$ cat src/rtl/cfi_log_arbiter.sv
// Round-robin arbiter sharing one CFI log backend between NR_REQ log queues.
// Grants bounded bursts, rotates fairly, and flags a backend that stops popping.
module cfi_log_arbiter #(
  parameter int NR_REQ         = 2,
  parameter int LOG_W          = 128,
  parameter int MAX_BURST      = 4,
  parameter int TIMEOUT_CYCLES = 1024
) (
  input  logic                    clk_i,
  input  logic                    rst_ni,
  input  logic [NR_REQ*LOG_W-1:0] req_log_i,
  input  logic [NR_REQ-1:0]       req_valid_i,
  output logic [NR_REQ-1:0]       req_pop_o,
  output logic [LOG_W-1:0]        log_o,
  output logic                    log_valid_o,
  input  logic                    log_pop_i,
  output logic [NR_REQ-1:0]       grant_o,
  output logic                    busy_o,
  output logic                    timeout_o,
  input  logic                    clear_timeout_i
);

  localparam int PTR_W   = (NR_REQ > 1) ? $clog2(NR_REQ) : 1;
  localparam int BURST_W = $clog2(MAX_BURST + 1);
  localparam int STALL_W = $clog2(TIMEOUT_CYCLES + 1);

  localparam logic [0:0] ST_IDLE = 1'b0;
  localparam logic [0:0] ST_BUSY = 1'b1;

  logic [0:0]         state_q, state_d;
  logic [PTR_W-1:0]   rr_ptr_q, rr_ptr_d;
  logic [PTR_W-1:0]   owner_q, owner_d;
  logic [BURST_W-1:0] burst_cnt_q, burst_cnt_d;
  logic [STALL_W-1:0] stall_cnt_q, stall_cnt_d;
  logic               timeout_q, timeout_d;

  logic               busy;
  logic               owner_valid;
  logic               pop;
  logic [PTR_W-1:0]   winner;
  logic               any_req;

  assign busy = (state_q == ST_BUSY);

  // Backend-facing view of the owner queue; everything is gated to 0 outside BUSY.
  always_comb begin
    // NOTE: every always_comb output gets a default first so no path can infer a latch.
    log_o       = '0;
    owner_valid = 1'b0;
    grant_o     = '0;
    for (int i = 0; i < NR_REQ; i++) begin
      if (busy && owner_q == PTR_W'(i)) begin
        log_o       = req_log_i[i*LOG_W +: LOG_W];
        owner_valid = req_valid_i[i];
        grant_o[i]  = 1'b1;
      end
    end
  end

  assign log_valid_o = owner_valid;
  assign busy_o      = busy;
  assign pop         = log_pop_i & owner_valid;
  assign req_pop_o   = grant_o & {NR_REQ{pop}};
  assign any_req     = |req_valid_i;
  assign timeout_o   = timeout_q;

  // Search starts at rr_ptr and wraps explicitly, so NR_REQ need not be a power of 2.
  always_comb begin
    logic [PTR_W-1:0] idx;
    logic             found;
    winner = '0;
    found  = 1'b0;
    idx    = rr_ptr_q;
    for (int k = 0; k < NR_REQ; k++) begin
      if (!found && req_valid_i[idx]) begin
        found  = 1'b1;
        winner = idx;
      end
      idx = (idx == PTR_W'(NR_REQ - 1)) ? '0 : idx + 1'b1;
    end
  end

  always_comb begin
    state_d     = state_q;
    rr_ptr_d    = rr_ptr_q;
    owner_d     = owner_q;
    burst_cnt_d = burst_cnt_q;
    case (state_q)
      ST_IDLE: begin
        if (any_req) begin
          owner_d     = winner;
          burst_cnt_d = '0;
          state_d     = ST_BUSY;
        end
      end
      ST_BUSY: begin
        if (pop) burst_cnt_d = burst_cnt_q + 1'b1;
        if ((pop && burst_cnt_q == BURST_W'(MAX_BURST - 1)) || !owner_valid) begin
          state_d  = ST_IDLE;
          rr_ptr_d = (owner_q == PTR_W'(NR_REQ - 1)) ? '0 : owner_q + 1'b1;
        end
      end
      default: state_d = ST_IDLE;
    endcase
  end

  // Watchdog: the set fires only on the transition into TIMEOUT_CYCLES, so a
  // clear while the counter is saturated restarts a full stall window.
  always_comb begin
    logic               stalled;
    logic               hit;
    logic [STALL_W-1:0] stall_inc;
    stalled   = owner_valid & ~log_pop_i;
    stall_inc = (stall_cnt_q == STALL_W'(TIMEOUT_CYCLES)) ? stall_cnt_q
                                                           : stall_cnt_q + 1'b1;
    hit       = stalled && (stall_cnt_q == STALL_W'(TIMEOUT_CYCLES - 1));
    stall_cnt_d = (clear_timeout_i || !stalled) ? '0 : stall_inc;
    timeout_d   = hit || (timeout_q && !clear_timeout_i);
  end

  always_ff @(posedge clk_i or negedge rst_ni) begin
    if (!rst_ni) begin
      state_q     <= ST_IDLE;
      rr_ptr_q    <= '0;
      owner_q     <= '0;
      burst_cnt_q <= '0;
      stall_cnt_q <= '0;
      timeout_q   <= 1'b0;
    end else begin
      // NOTE: sequential state uses non-blocking assignments so all flops update together.
      state_q     <= state_d;
      rr_ptr_q    <= rr_ptr_d;
      owner_q     <= owner_d;
      burst_cnt_q <= burst_cnt_d;
      stall_cnt_q <= stall_cnt_d;
      timeout_q   <= timeout_d;
    end
  end

endmodule

$ cat config.mk
export PLATFORM = sky130hd
export DESIGN_NAME = cfi_log_arbiter
export DESIGN_NICKNAME = d
export VERILOG_FILES = /design/src/rtl/cfi_log_arbiter.sv
export SDC_FILE = /design/constraint.sdc
export NUM_CORES = 1
export LEC_CHECK = 0
export CAP_MARGIN = 40
export CORE_AREA = 2 2 154 156
export DETAILED_ROUTE_END_ITERATION = 10
export DIE_AREA = 0 0 156 158
export PLACE_DENSITY = 0.46
export SKIP_CTS_REPAIR_TIMING = 1
export SLEW_MARGIN = 20
export SYNTH_ARGS = -nofsm -noshare
export SYNTH_HDL_FRONTEND = slang
export SYNTH_SLANG_ARGS = --single-unit
$ cat constraint.sdc
create_clock -name clk_i -period 3.6 [get_ports clk_i]
set_input_delay 1.08 -clock clk_i [delete_from_list [all_inputs] [get_ports clk_i]]
set_output_delay 1.08 -clock clk_i [all_outputs]
set_load 0.005 [all_outputs]
======== Word level (Yosys, flattened, before mapping) ========
Cells that the tools add are included.
storage, ports and cells
  latch bits .............................. 0
  bits in registers ....................... 18
  output and inout port bits .............. 135
  RAM bits ................................ 0
  input bits .............................. 262
  bits in read-only memories .............. 0
  memories ................................ 0
operators by class
  mux-type cells .......................... 23
  multiply operators ...................... 0
  divide/modulo/power cells ............... 0
  $lt $le $gt $ge ......................... 2
  add/sub/neg operators ................... 4
  equal/unequal tests ..................... 6
  bitwise gates (word level) .............. 6
  reductions and logical operators ........ 17
  shift-type cells ........................ 0
operators by type and width
  operator                                                     number
  two-way mux 128 bit                                          2
  two-way mux 11 bit                                           2
  two-way mux 1 bit                                            15
  adder 11 x 1 -> 11 bit (second input constant)               1
  equality test 11 x 10 -> 1 bit (second input constant)       1
  equality test 11 bit (second input constant)                 1
  logical AND 1 bit                                            6
  two-way mux 3 bit                                            2
  one-hot mux 3 bit (2 select lines)                           1
  AND reduction 2 bit                                          3
  logical NOT 1 bit                                            4
  less-than comparator 1 x 2 -> 1 bit (second input constant)  2
  != test 2 x 1 -> 1 bit (second input constant)               2
  adder 3 x 1 -> 3 bit (second input constant)                 1
  equality test 3 x 2 -> 1 bit (second input constant)         1
  logical OR 1 bit                                             3
  inverter 1 bit                                               3
  adder 1 bit (second input constant)                          2
  AND 1 bit                                                    2
  AND 2 bit                                                    1
  != test 2 bit (second input constant)                        1
  one-hot mux 1 bit (2 select lines)                           1
  OR reduction 2 bit                                           1

======== Logic depth before layout (Yosys ltp) ========
Gate-level depths: netlist of run 1.
  depth in word-level cells ............... 9
  mapped depth ............................ 5

======== Worst setup path after synthesis of run 1 ========
No wires, ideal clock.
  path kind ............................... input to output
  start point ............................. input req_valid_i[1]
  end point ............................... output req_pop_o[1]
  stages on the path ...................... 3
  arrival time ............................ 1760 ps
  path buffers ............................ 0
  slack ................................... 760 ps
  data required time ...................... 2520 ps
  cell sequence ........................... mux2_2 -> and2_1 -> and3_1
between the ends
  longest elaborated chain between the ends .. 3
RTL lines
  what                RTL line  RTL
  start: declaration  12        input logic [NR_REQ-1:0] req_valid_i,
  two-way mux 1 bit   52        if (busy && owner_q == PTR_W'(i)) begin
  net log_valid_o     15        output logic log_valid_o,
  AND 1 bit           62        assign pop = log_pop_i & owner_valid;
  AND 2 bit           63        assign req_pop_o = grant_o & {NR_REQ{pop}};
  end: declaration    13        output logic [NR_REQ-1:0] req_pop_o,
The timed path passes the listed nets, and every way through them passes these cells.

======== Worst setup path in the final report of run 1 ========
  start point ............................. input req_log_i[217]
  end point ............................... output log_o[89]
between the ends
  longest elaborated chain between the ends .. 1
RTL lines
  what                 RTL line  RTL
  start: declaration   11        input logic [NR_REQ*LOG_W-1:0] req_log_i,
  two-way mux 128 bit  52
  end: declaration     14        output logic [LOG_W-1:0] log_o,
No other way between the ends.

==> results of run 1 <==
-- cells by family (layout without fill, tap and decap cells) --
| group | after synthesis | after routing | share of synthesized area (%) |
|---|---|---|---|
| xor gates and xnor gates | 2 | 2 | 0.545 |
| and+or+nand+nor | 170 | 170 | 32.5 |
| buffers and inverters | 40 | 423 | 5.26 |
| AOI/OAI and AO/OA | 21 | 21 | 4.01 |
| adders and majority gates | 4 | 4 | 1.56 |
| DFF | 18 | 18 | 14.0 |
| other | 0 | 1 | 0 |
| muxes | 135 | 135 | 42.1 |
-- per-stage QoR --
| stage | worst slack, ps | power, mW |
|---|---|---|
| 5_1_grt | 100 | 3.73 |
| 6_report | 157 | 3.48 |
| 2_1_floorplan | 760 | 1.65 |
| 4_1_cts | -125 | 3.55 |
| 3_5_place_dp | -123 | 3.30 |
| 3_3_place_gp | -129 | 3.28 |
-- final cells by class --
type,count,share of cell area (%)
Timing Repair Buffer,409,53.8
Multi-Input combinational cell,332,33.9
Sequential cell,18,5.93
Tap cell,290,4.73
Clock buffer,4,1.16
Inverter,10,0.489
Antenna cell,1,0.0326
-- routing by layer --
metal / GRT usage, % / share of wire, % / vias to the layer above
met5: 0 / 0.087 / -
met4: 1.18 / 0.24 / 2
met3: 3.28 / 8.4 / 4
met2: 25.5 / 54 / 191
met1: 14.7 / 37 / 1957
li1: - / - / 2108
-- critical path, stage by stage --
cell and delay [ps]:
clkdlybuf4s50_1 460, mux2i_1 100, nor2b_1 180, clkdlybuf4s50_1 540
-- state kept, by name (all words and copies together), names as in the netlist --
signal,cells
rr_ptr_q,1
burst_cnt_q,3
timeout_o,1
stall_cnt_q,11
busy_o,1
owner_q,1
-- layout by cell type (no fill, tap or decap), types with 2 or more instances in the layout --
master / synthesis / routed
a21oi_1: 10 / 10
buf_12: 0 / 4
buf_4: 0 / 8
clkbuf_16: 0 / 3
clkdlybuf4s50_1: 0 / 392
dfrtp_1: 18 / 16
dlymetal6s2s_1: 0 / 4
ha_1: 4 / 4
inv_1: 10 / 10
mux2i_1: 134 / 134
nand2_1: 9 / 9
nand3_1: 10 / 10
nor2_1: 6 / 6
nor2b_1: 129 / 129
nor4b_1: 2 / 2
o21ai_0: 3 / 3
o31ai_1: 3 / 3
or4_1: 3 / 3
xor2_1: 2 / 2
-- report_power, final --
part / switching [mW] / total [mW] / internal [mW]
sequential: 0.0414 / 0.275 / 0.234
clock: 0.0736 / 0.242 / 0.169
combinational: 1.15 / 2.97 / 1.82
-- worst min-delay path by stage --
stage	from	endpoint	slack [ps]
after floorplan	burst_cnt_q[0]	burst_cnt_q[0]	450
after global placement	burst_cnt_q[0]	burst_cnt_q[0]	470
after detailed placement	burst_cnt_q[0]	burst_cnt_q[0]	490
after CTS	burst_cnt_q[0]	burst_cnt_q[0]	500
after global routing	burst_cnt_q[0]	burst_cnt_q[0]	520
final	burst_cnt_q[0]	burst_cnt_q[0]	490
==> results.md, run 1 <==
* Leakage at 3.06 nW
* Chip width at around 160 µm
* Die Y at ~160 µm
* Final hold slack at 490 ps
* Share of post-route cells with drive strength above 1 at roughly 3.4%
* Routed WL at 18,300 µm
* Fin cells at 1,064
* CTS tree: built
* Layout area overhead at 139%
* DRC viols at 0
* Number of distinct library cells after synthesis at 34
* Syn Inst Count at 390
* Net Count, Synth at ~660
* Global-route wire length before repair at roughly 25,000 µm
* Router iterations before antenna repair at 4
* Final setup fails at 0
* Crit path from: req_log_i[217]
* Post-DR wirelength/cell at 17.2 µm
* Slew margin rel. at 48.4%
* Hold WC Path Type: flip-flop to flip-flop
* Minimum clock period at 3440 ps
* Setup CP Type: input port to primary output
* Register bit total from synthesis at 18
* Mapped Area at 0.00321 mm²
* Final Max Tran Viols at 0
* Setup crit end kind: primary output
* Setup_tns at 0 ps
* Yosys top cell area share at 41.7%
* Commonest cells post-synth: mux2i_1 (134), nor2b_1 (129), dfrtp_1 (18), buf_2 (15), clkbuf_1 (14)
* End point of the critical path: log_o[89]
* Dominant cells by area after synthesis: mux2i_1 (42%), nor2b_1 (25%), dfrtp_1 (14%)
* Mapped Avg Cell Area at between 8 and 9 µm²
* Count of flip-flops with a built-in enable after synthesis at 0
* Via count at between 4,000 and 5,000
* Initial antenna violation count at 2
* Fin area at 0.00768 mm²
* TritonCTS Buffers at 3
* Synthesis warning total at 0
* Final period util at 95.6%
* DP Wirelength at 15,500 µm
* Main synth FF type: dfrtp_1
* Gpl congestion at 0.799
* Fmax at between 200 and 300 MHz
* Hold Vio Cnt, Final at 0
* Reg clk slew, reported paths at ~50 ps
* Clock Tree Root: clkbuf_16
* Number of buffers added on ports at 396
* Core box area at about 0.023 mm²
* I/O Pins at 397
* GRT Total Usage at 13.0%
* Fill cells at about 2,400
* Max Cap Violations at 0
* Critical path arrival at ~2400 ps
* Max Buffers Root-to-Sink at 2
* Outcome: completed
* Grt total ovfl at 0
* Largest net degree at the start of global routing at 107
* Cell taking the most area after synthesis: mux2i_1
* Hold Path Stages at 1
* Remaining antenna violation count at 0
* Sequential Area at 455 µm²
* R2R depth at 4
* Peak VDD IR at 0.000218 V
* Pwr per Cell Area at 454 mW/mm²
* Final Skew at approximately 1.7 ps
* Vias in the first global route at 4,226
* CP required at 2520 ps
* Crit path max fanout at 1
* Iter 0 DRT Violations at 168
* FF-to-FF End: stall_cnt_q[8]
* Number of cells in the design after placement at around 1,100
* # nets final at 1,040
* Vias per cell at 4.01
* Clock Latency Late Sink at ~250 ps
* Rows at 56
* RSZ-0062 raised after global routing: no
* Worst r2r src: busy_o
* Most frequent cell after synthesis: mux2i_1
* Reg2reg setup slack at between 1500 and 2000 ps
* CTS Sinks at 18
* Asr flop ratio synth at between 90% and 100%
* Post-DP Area at between 0.007 and 0.008 mm²
* Die Area at roughly 0.025 mm²
* Sequential share of the synthesized area at about 14%
* CTS H-tree depth at 1
* Initial Utilization at 13.9%
* Post-layout util at 33.3%
* Least-Margin Pin Slew at 763 ps
* Multi-input gate area at 0.00260 mm²
* CP Launch Type: input port
(Power assumes the default switching activity.)
==> run 2: changes to the inputs <==
Settings changed: PLACE_DENSITY 0.46 to not set, PLACE_DENSITY_LB_ADDON set to 0.2.
==> run 2 against run 1 <==
  * Design area up 0.23%
  * Critical path depth unchanged
  * Global-route usage is 0.11 points higher
  * Cell count increased by 0.19%
  * Clock-buffer cell count stayed put
  * Utilization rose by 0.076 points
  * Critical endpoint is now log_o[8]
  * Highest routed layer is now met4
==> results.md, run 2 (synthesis gave the netlist of run 1 again) <==
* Outcome: completed (unchanged)
* Router iterations before antenna repair at 4 (unchanged)
* CTS H-tree depth at 1 (unchanged)
* Critical path arrival at 2460 ps (was 2360 ps)
* Crit path max fanout at 1 (unchanged)
* Initial Utilization at 13.9% (unchanged)
* Vias in the first global route at 4,128 (was 4,226)
* Biggest regs: stall_cnt_q: 11 flops, burst_cnt_q: 3 flops (unchanged)
* Clock Tree Root: clkbuf_16 (unchanged)
* Max FFs per register at 11 (unchanged)
* Initial antenna violation count at 0 (was 2)
* Share of post-route cells with drive strength above 1 at 3.61% (was 3.36%)
* CP required at 2520 ps (about the same)
* Vias per cell at 3.92 (was 4.01)
* Least-Margin Pin Slew at 675 ps (was 763 ps)
* RSZ-0062 raised after global routing: no (unchanged)
* # nets final at 1,043 (was 1,040)
* Number of cells in the design after placement at 1,062 (was 1,058)
* Final period util at 98.4% (was 95.6%)
* Setup_tns at 0 ps (unchanged)
* Post-DR wirelength/cell at 16.9 µm (was 17.2 µm)
* Fmax at 282 MHz (was 290 MHz)
* Reg clk slew, reported paths at 50 ps (about the same)
* Final Max Tran Viols at 0 (unchanged)
* DRC viols at 0 (unchanged)
* Number of buffers added on ports at 396 (unchanged)
* I/O Pins at 397 (unchanged)
* Max Cap Violations at 0 (unchanged)
* Final hold slack at 491 ps (was 490 ps)
* Setup CP Type: input port to primary output (unchanged)
* Final Skew at 3.34 ps (was 1.74 ps)
* Remaining antenna violation count at 0 (unchanged)
* Die Y at 158 µm (unchanged)
* CTS tree: built (unchanged)
* Gpl congestion at 0.762 (was 0.799)
* Clk pwr share at 7.0% (about the same)
* Max Buffers Root-to-Sink at 2 (unchanged)
* Fill cells at 2,413 (was 2,397)
* Die Area at 0.0246 mm² (unchanged)
* Most frequent cells in the layout: clkdlybuf4s50_1 (393), mux2i_1 (134), nor2b_1 (129) (was clkdlybuf4s50_1 (392), mux2i_1 (134), nor2b_1 (129))
* Layout area overhead at 139% (about the same)
* Rows at 56 (unchanged)
* Comb pwr share at 83.6% (was 85.1%)
* Minimum clock period at 3540 ps (was 3440 ps)
* Hold WC Path Type: flip-flop to flip-flop (unchanged)
* Psw at 1.27 mW (was 1.26 mW)
* Global-route wire length before repair at 25,000 µm (was 24,800 µm)
* Clock Latency Late Sink at 250 ps (about the same)
* Via count at 4,184 (was 4,262)
* Sw Ratio at 36.3% (was 36.2%)
* Largest Register: stall_cnt_q (unchanged)
* TritonCTS Buffers at 3 (unchanged)
* Grt total ovfl at 0 (unchanged)
* Hold Vio Cnt, Final at 0 (unchanged)
* CP Launch Type: input port (unchanged)
* GRT Total Usage at 13.1% (was 13.0%)
* Int Pwr at 2.23 mW (was 2.22 mW)
* Ant. Diodes at 0 (was 1)
* Commonest non-fill, non-tap cell in the layout: clkdlybuf4s50_1 (unchanged)
* Routed WL at 18,100 µm (was 18,300 µm)
* DP Wirelength at 15,400 µm (was 15,500 µm)
* CTS Sinks at 18 (unchanged)
* Core box area at 0.0231 mm² (unchanged)
* Largest net degree at the start of global routing at 60 (was 107)
* Fin cells at 1,066 (was 1,064)
* Sequential share of power at 9.4% (was 7.9%)
* Iter 0 DRT Violations at 160 (was 168)
* Slew margin rel. at 54.4% (was 48.4%)
* Setup crit end kind: primary output (unchanged)
* Final setup fails at 0 (unchanged)
* Pwr per Cell Area at 455 mW/mm² (was 454 mW/mm²)
* Tot Pwr at 3.50 mW (was 3.48 mW)
* Peak VDD IR at 0.000218 V (about the same)
* Leakage at 3.07 nW (was 3.06 nW)
* Chip width at 156 µm (unchanged)
## run 2: critical path: stages
cell             delay [ps]
clkdlybuf4s50_1         460
mux2i_1                  60
nor2b_1                 280
clkdlybuf4s50_1         580
## run 2: area by class of cell
| cell class | count | area (µm²) | area share [%] |
|---|---|---|---|
| clock buffer | 4 | 88.8 | 1.15 |
| timing repair buffer | 412 | 4150 | 53.9 |
| tap | 290 | 363 | 4.72 |
| sequential | 18 | 458 | 5.95 |
| inverter | 10 | 37.5 | 0.488 |
| multi-input combinational | 332 | 2600 | 33.8 |
## run 2: layer usage
metal  vias to the layer above  share of wire [%]  GRT usage (%)
met5                         -                  0              0
met4                         0               0.33           1.35
met3                         4                9.2           3.48
met2                       237                 54           25.9
met1                      1835                 37           14.5
li1                       2108                  -              -
## run 2: stage by stage
stage | setup slack, ps | utilization [%] | cell area (µm²)
2_1_floorplan | 760 | - | 3210
3_3_place_gp | -116 | 32.9 | 7580
3_5_place_dp | -123 | 32.9 | 7590
4_1_cts | -125 | 33.3 | 7680
5_1_grt | 24.1 | 33.4 | 7690
6_report | 57.9 | 33.4 | 7690
## run 2: worst paths after layout
kind                                 from             end  slack (ps)  cells past startpoint
max                          req_log_i[8]        log_o[8]          60                      4
min                        burst_cnt_q[0]  burst_cnt_q[0]         490                      1
max reg2reg                        busy_o  stall_cnt_q[9]        1690                      3
min reg2reg                burst_cnt_q[0]  burst_cnt_q[0]         490                      1
max in group asynchronous          rst_ni         owner_q        1980                      2
min in group asynchronous          rst_ni  stall_cnt_q[8]        1160                      1
## run 2: power groups by stage
stage / logic, mW / registers [mW] / clock network (mW)
floorplan: 1.40 / 0.245 / 0
global placement: 3.00 / 0.340 / 0
detailed placement: 2.97 / 0.341 / 0
CTS: 2.98 / 0.337 / 0.253
global route: 3.16 / 0.348 / 0.264
finish: 2.93 / 0.329 / 0.245
==> run 3: changes to the inputs <==
Settings changed: CORE_AREA 2 2 154 156 to 5 5 152 154, DIE_AREA 0 0 156 158 to 0 0 157 159.
==> run 3 against run 2 <==
  * Worst setup slack gained 130 ps
  * Sequential cell count is the same
  * Largest power group unchanged
  * Register-to-register slack gained 70 ps
  * Maximum frequency grew 3.9%
  * Via count grew 0.72%
  * Wire length grew 9.4%
  * Clock power shrank 6%
==> results.md, run 3 (synthesis gave the netlist of run 1 again) <==
* CP Launch Type: input port (unchanged)
* Peak VDD IR at 0.000239 V (was 0.000218 V)
* Final period util at 94.7% (was 98.4%)
* CTS H-tree depth at 1 (unchanged)
* Chip width at 157 µm (was 156 µm)
* Reg clk slew, reported paths at 50 ps (about the same)
* Least-Margin Pin Slew at 684 ps (was 675 ps)
* CP Buf/Inv Count at 2 (unchanged)
* Die Area at 0.0250 mm² (was 0.0246 mm²)
* Sw Ratio at 36.7% (was 36.3%)
* Layout area overhead at 138% (was 139%)
* Sequential Area at 458 µm² (unchanged)
* Commonest non-fill, non-tap cell in the layout: clkdlybuf4s50_1 (unchanged)
* Crit path from: req_log_i[20] (was req_log_i[8])
* Clk pwr share at 6.6% (was 7.0%)
* DRC viols at 0 (unchanged)
* DP Wirelength at 17,200 µm (was 15,400 µm)
* Router iterations before antenna repair at 4 (unchanged)
* Largest net degree at the start of global routing at 55 (was 60)
* Final Max Tran Viols at 0 (unchanged)
* Initial Utilization at 14.9% (was 13.9%)
* Crit path max fanout at 1 (unchanged)
* FF-to-FF End: stall_cnt_q[9] (unchanged)
* CTS tree: built (unchanged)
* Post-DP Area at 0.00756 mm² (was 0.00759 mm²)
* Max FFs per register at 11 (unchanged)
* Vias in the first global route at 4,296 (was 4,128)
* Grt total ovfl at 0 (unchanged)
* Clock Tree Root: clkbuf_16 (unchanged)
* Vias per cell at 3.98 (was 3.92)
* TritonCTS Buffers at 3 (unchanged)
* Sequential share of power at 10.2% (was 9.4%)
* Reg2reg setup slack at 1760 ps (was 1690 ps)
* Stages on worst setup path at 4 (unchanged)
* R2R depth at 3 (unchanged)
* Multi-input gate area at 0.00260 mm² (unchanged)
* Worst path most repeated cell: clkdlybuf4s50_1 (unchanged)
* Post-DR wirelength/cell at 18.6 µm (was 16.9 µm)
* Setup_tns at 0 ps (unchanged)
* Setup CP Type: input port to primary output (unchanged)
* Outcome: completed (unchanged)
* GRT Total Usage at 14.5% (was 13.1%)
* Fill cells at 2,221 (was 2,413)
* Minimum clock period at 3410 ps (was 3540 ps)
* Fmax at 293 MHz (was 282 MHz)
* CP required at 2520 ps (about the same)
* End point of the critical path: log_o[20] (was log_o[8])
* Worst path slowest cell: clkdlybuf4s50_1 (unchanged)
* Setup crit end kind: primary output (unchanged)
* Via count at 4,214 (was 4,184)
* Critical path arrival at 2330 ps (was 2460 ps)
* Remaining antenna violation count at 0 (unchanged)
* Hold WC Path Type: flip-flop to flip-flop (unchanged)
* Initial antenna violation count at 2 (was 0)
* Most frequent cells in the layout: clkdlybuf4s50_1 (393), mux2i_1 (134), nor2b_1 (129) (unchanged)
* Fin area at 0.00766 mm² (was 0.00769 mm²)
* Share of post-route cells with drive strength above 1 at 3.73% (was 3.61%)
* Clock Latency Late Sink at 250 ps (about the same)
* Top delay family on crit path: buffers and inverters (unchanged)
* Number of buffers added on ports at 396 (unchanged)
* Biggest regs: stall_cnt_q: 11 flops, burst_cnt_q: 3 flops (unchanged)
* Iter 0 DRT Violations at 99 (was 160)
* Int Pwr at 2.20 mW (was 2.23 mW)
* Origin of the worst min-delay path: burst_cnt_q[0] (unchanged)
* Global-route wire length before repair at 27,900 µm (was 25,000 µm)
* CTS Sinks at 18 (unchanged)
* Core box area at 0.0216 mm² (was 0.0231 mm²)
* Max Cap Violations at 0 (unchanged)
* Slowest stage delay, CP at 500 ps (was 580 ps)
* Worst r2r src: busy_o (unchanged)
* Cells along the critical path: clkdlybuf4s50_1 -> mux2i_1 -> nor2b_1 -> clkdlybuf4s50_1 (unchanged)
* Final setup fails at 0 (unchanged)
* Slew margin rel. at 53.7% (was 54.4%)
* Die Y at 159 µm (was 158 µm)
* Hold Vio Cnt, Final at 0 (unchanged)
* Routed WL at 19,700 µm (was 18,100 µm)
* Pwr per Cell Area at 453 mW/mm² (was 455 mW/mm²)
* Max Buffers Root-to-Sink at 2 (unchanged)
* I/O Pins at 397 (unchanged)
* Comb pwr share at 83.2% (was 83.6%)
* RSZ-0062 raised after global routing: no (unchanged)
* Leakage at 3.06 nW (was 3.07 nW)
* Final Skew at 1.62 ps (was 3.34 ps)
* Gpl congestion at 0.819 (was 0.762)
* Rows at 54 (was 56)
* Psw at 1.27 mW (about the same)
* # nets final at 1,045 (was 1,043)
* Largest Register: stall_cnt_q (unchanged)
-- run 3: cell count changes in the layout (fill, tap and decap cells not counted) --
| cell | previous run | this run |
|---|---|---|
| buf_4 | 11 | 16 |
| buf_8 | 1 | 0 |
| buf_12 | 4 | 2 |
| clkbuf_1 | 0 | 1 |
| clkbuf_8 | 1 | 0 |
| diode_2 | 0 | 2 |
-- run 3: cell type report --
type	count	area share (%)
clock buffers	4	1.03
inverters	10	0.490
flip-flops and latches	18	5.98
diodes	2	0.0653
repair buffers	414	53.9
multi-input cells	332	33.9
well taps	280	4.57
-- run 3: worst min path at each step --
stage	to	slack [ps]	cells past startpoint
3_3_place_gp	burst_cnt_q[0]	470	1
5_1_grt	burst_cnt_q[0]	500	1
4_1_cts	burst_cnt_q[0]	490	1
3_5_place_dp	burst_cnt_q[0]	480	1
2_1_floorplan	burst_cnt_q[0]	450	1
6_report	burst_cnt_q[0]	480	1
-- run 3: routing by layer --
layer	GRT usage [%]	share of wire, %
met1	16.4	38
met2	26.8	51
met3	4.10	9.6
met4	2.72	1.2
met5	0	0
-- run 3: power groups by stage --
stage | clock, mW | combinational (mW) | sequential (mW)
floorplan | 0 | 1.40 | 0.245
global placement | 0 | 2.96 | 0.363
detailed placement | 0 | 2.93 | 0.365
CTS | 0.238 | 2.95 | 0.362
global route | 0.246 | 3.12 | 0.369
finish | 0.230 | 2.89 | 0.353
-- run 3: through the flow --
step	setup slack, ps	power, mW	utilization [%]	hold slack [ps]	cells
global route	113	3.74	35.5	499	1060
detailed placement	-75.6	3.30	35.1	480	1054
floorplan	760	1.65	-	452	390
CTS	-84.1	3.55	35.5	487	1058
finish	191	3.47	35.5	482	1060
global placement	-50.7	3.32	35.1	471	1054
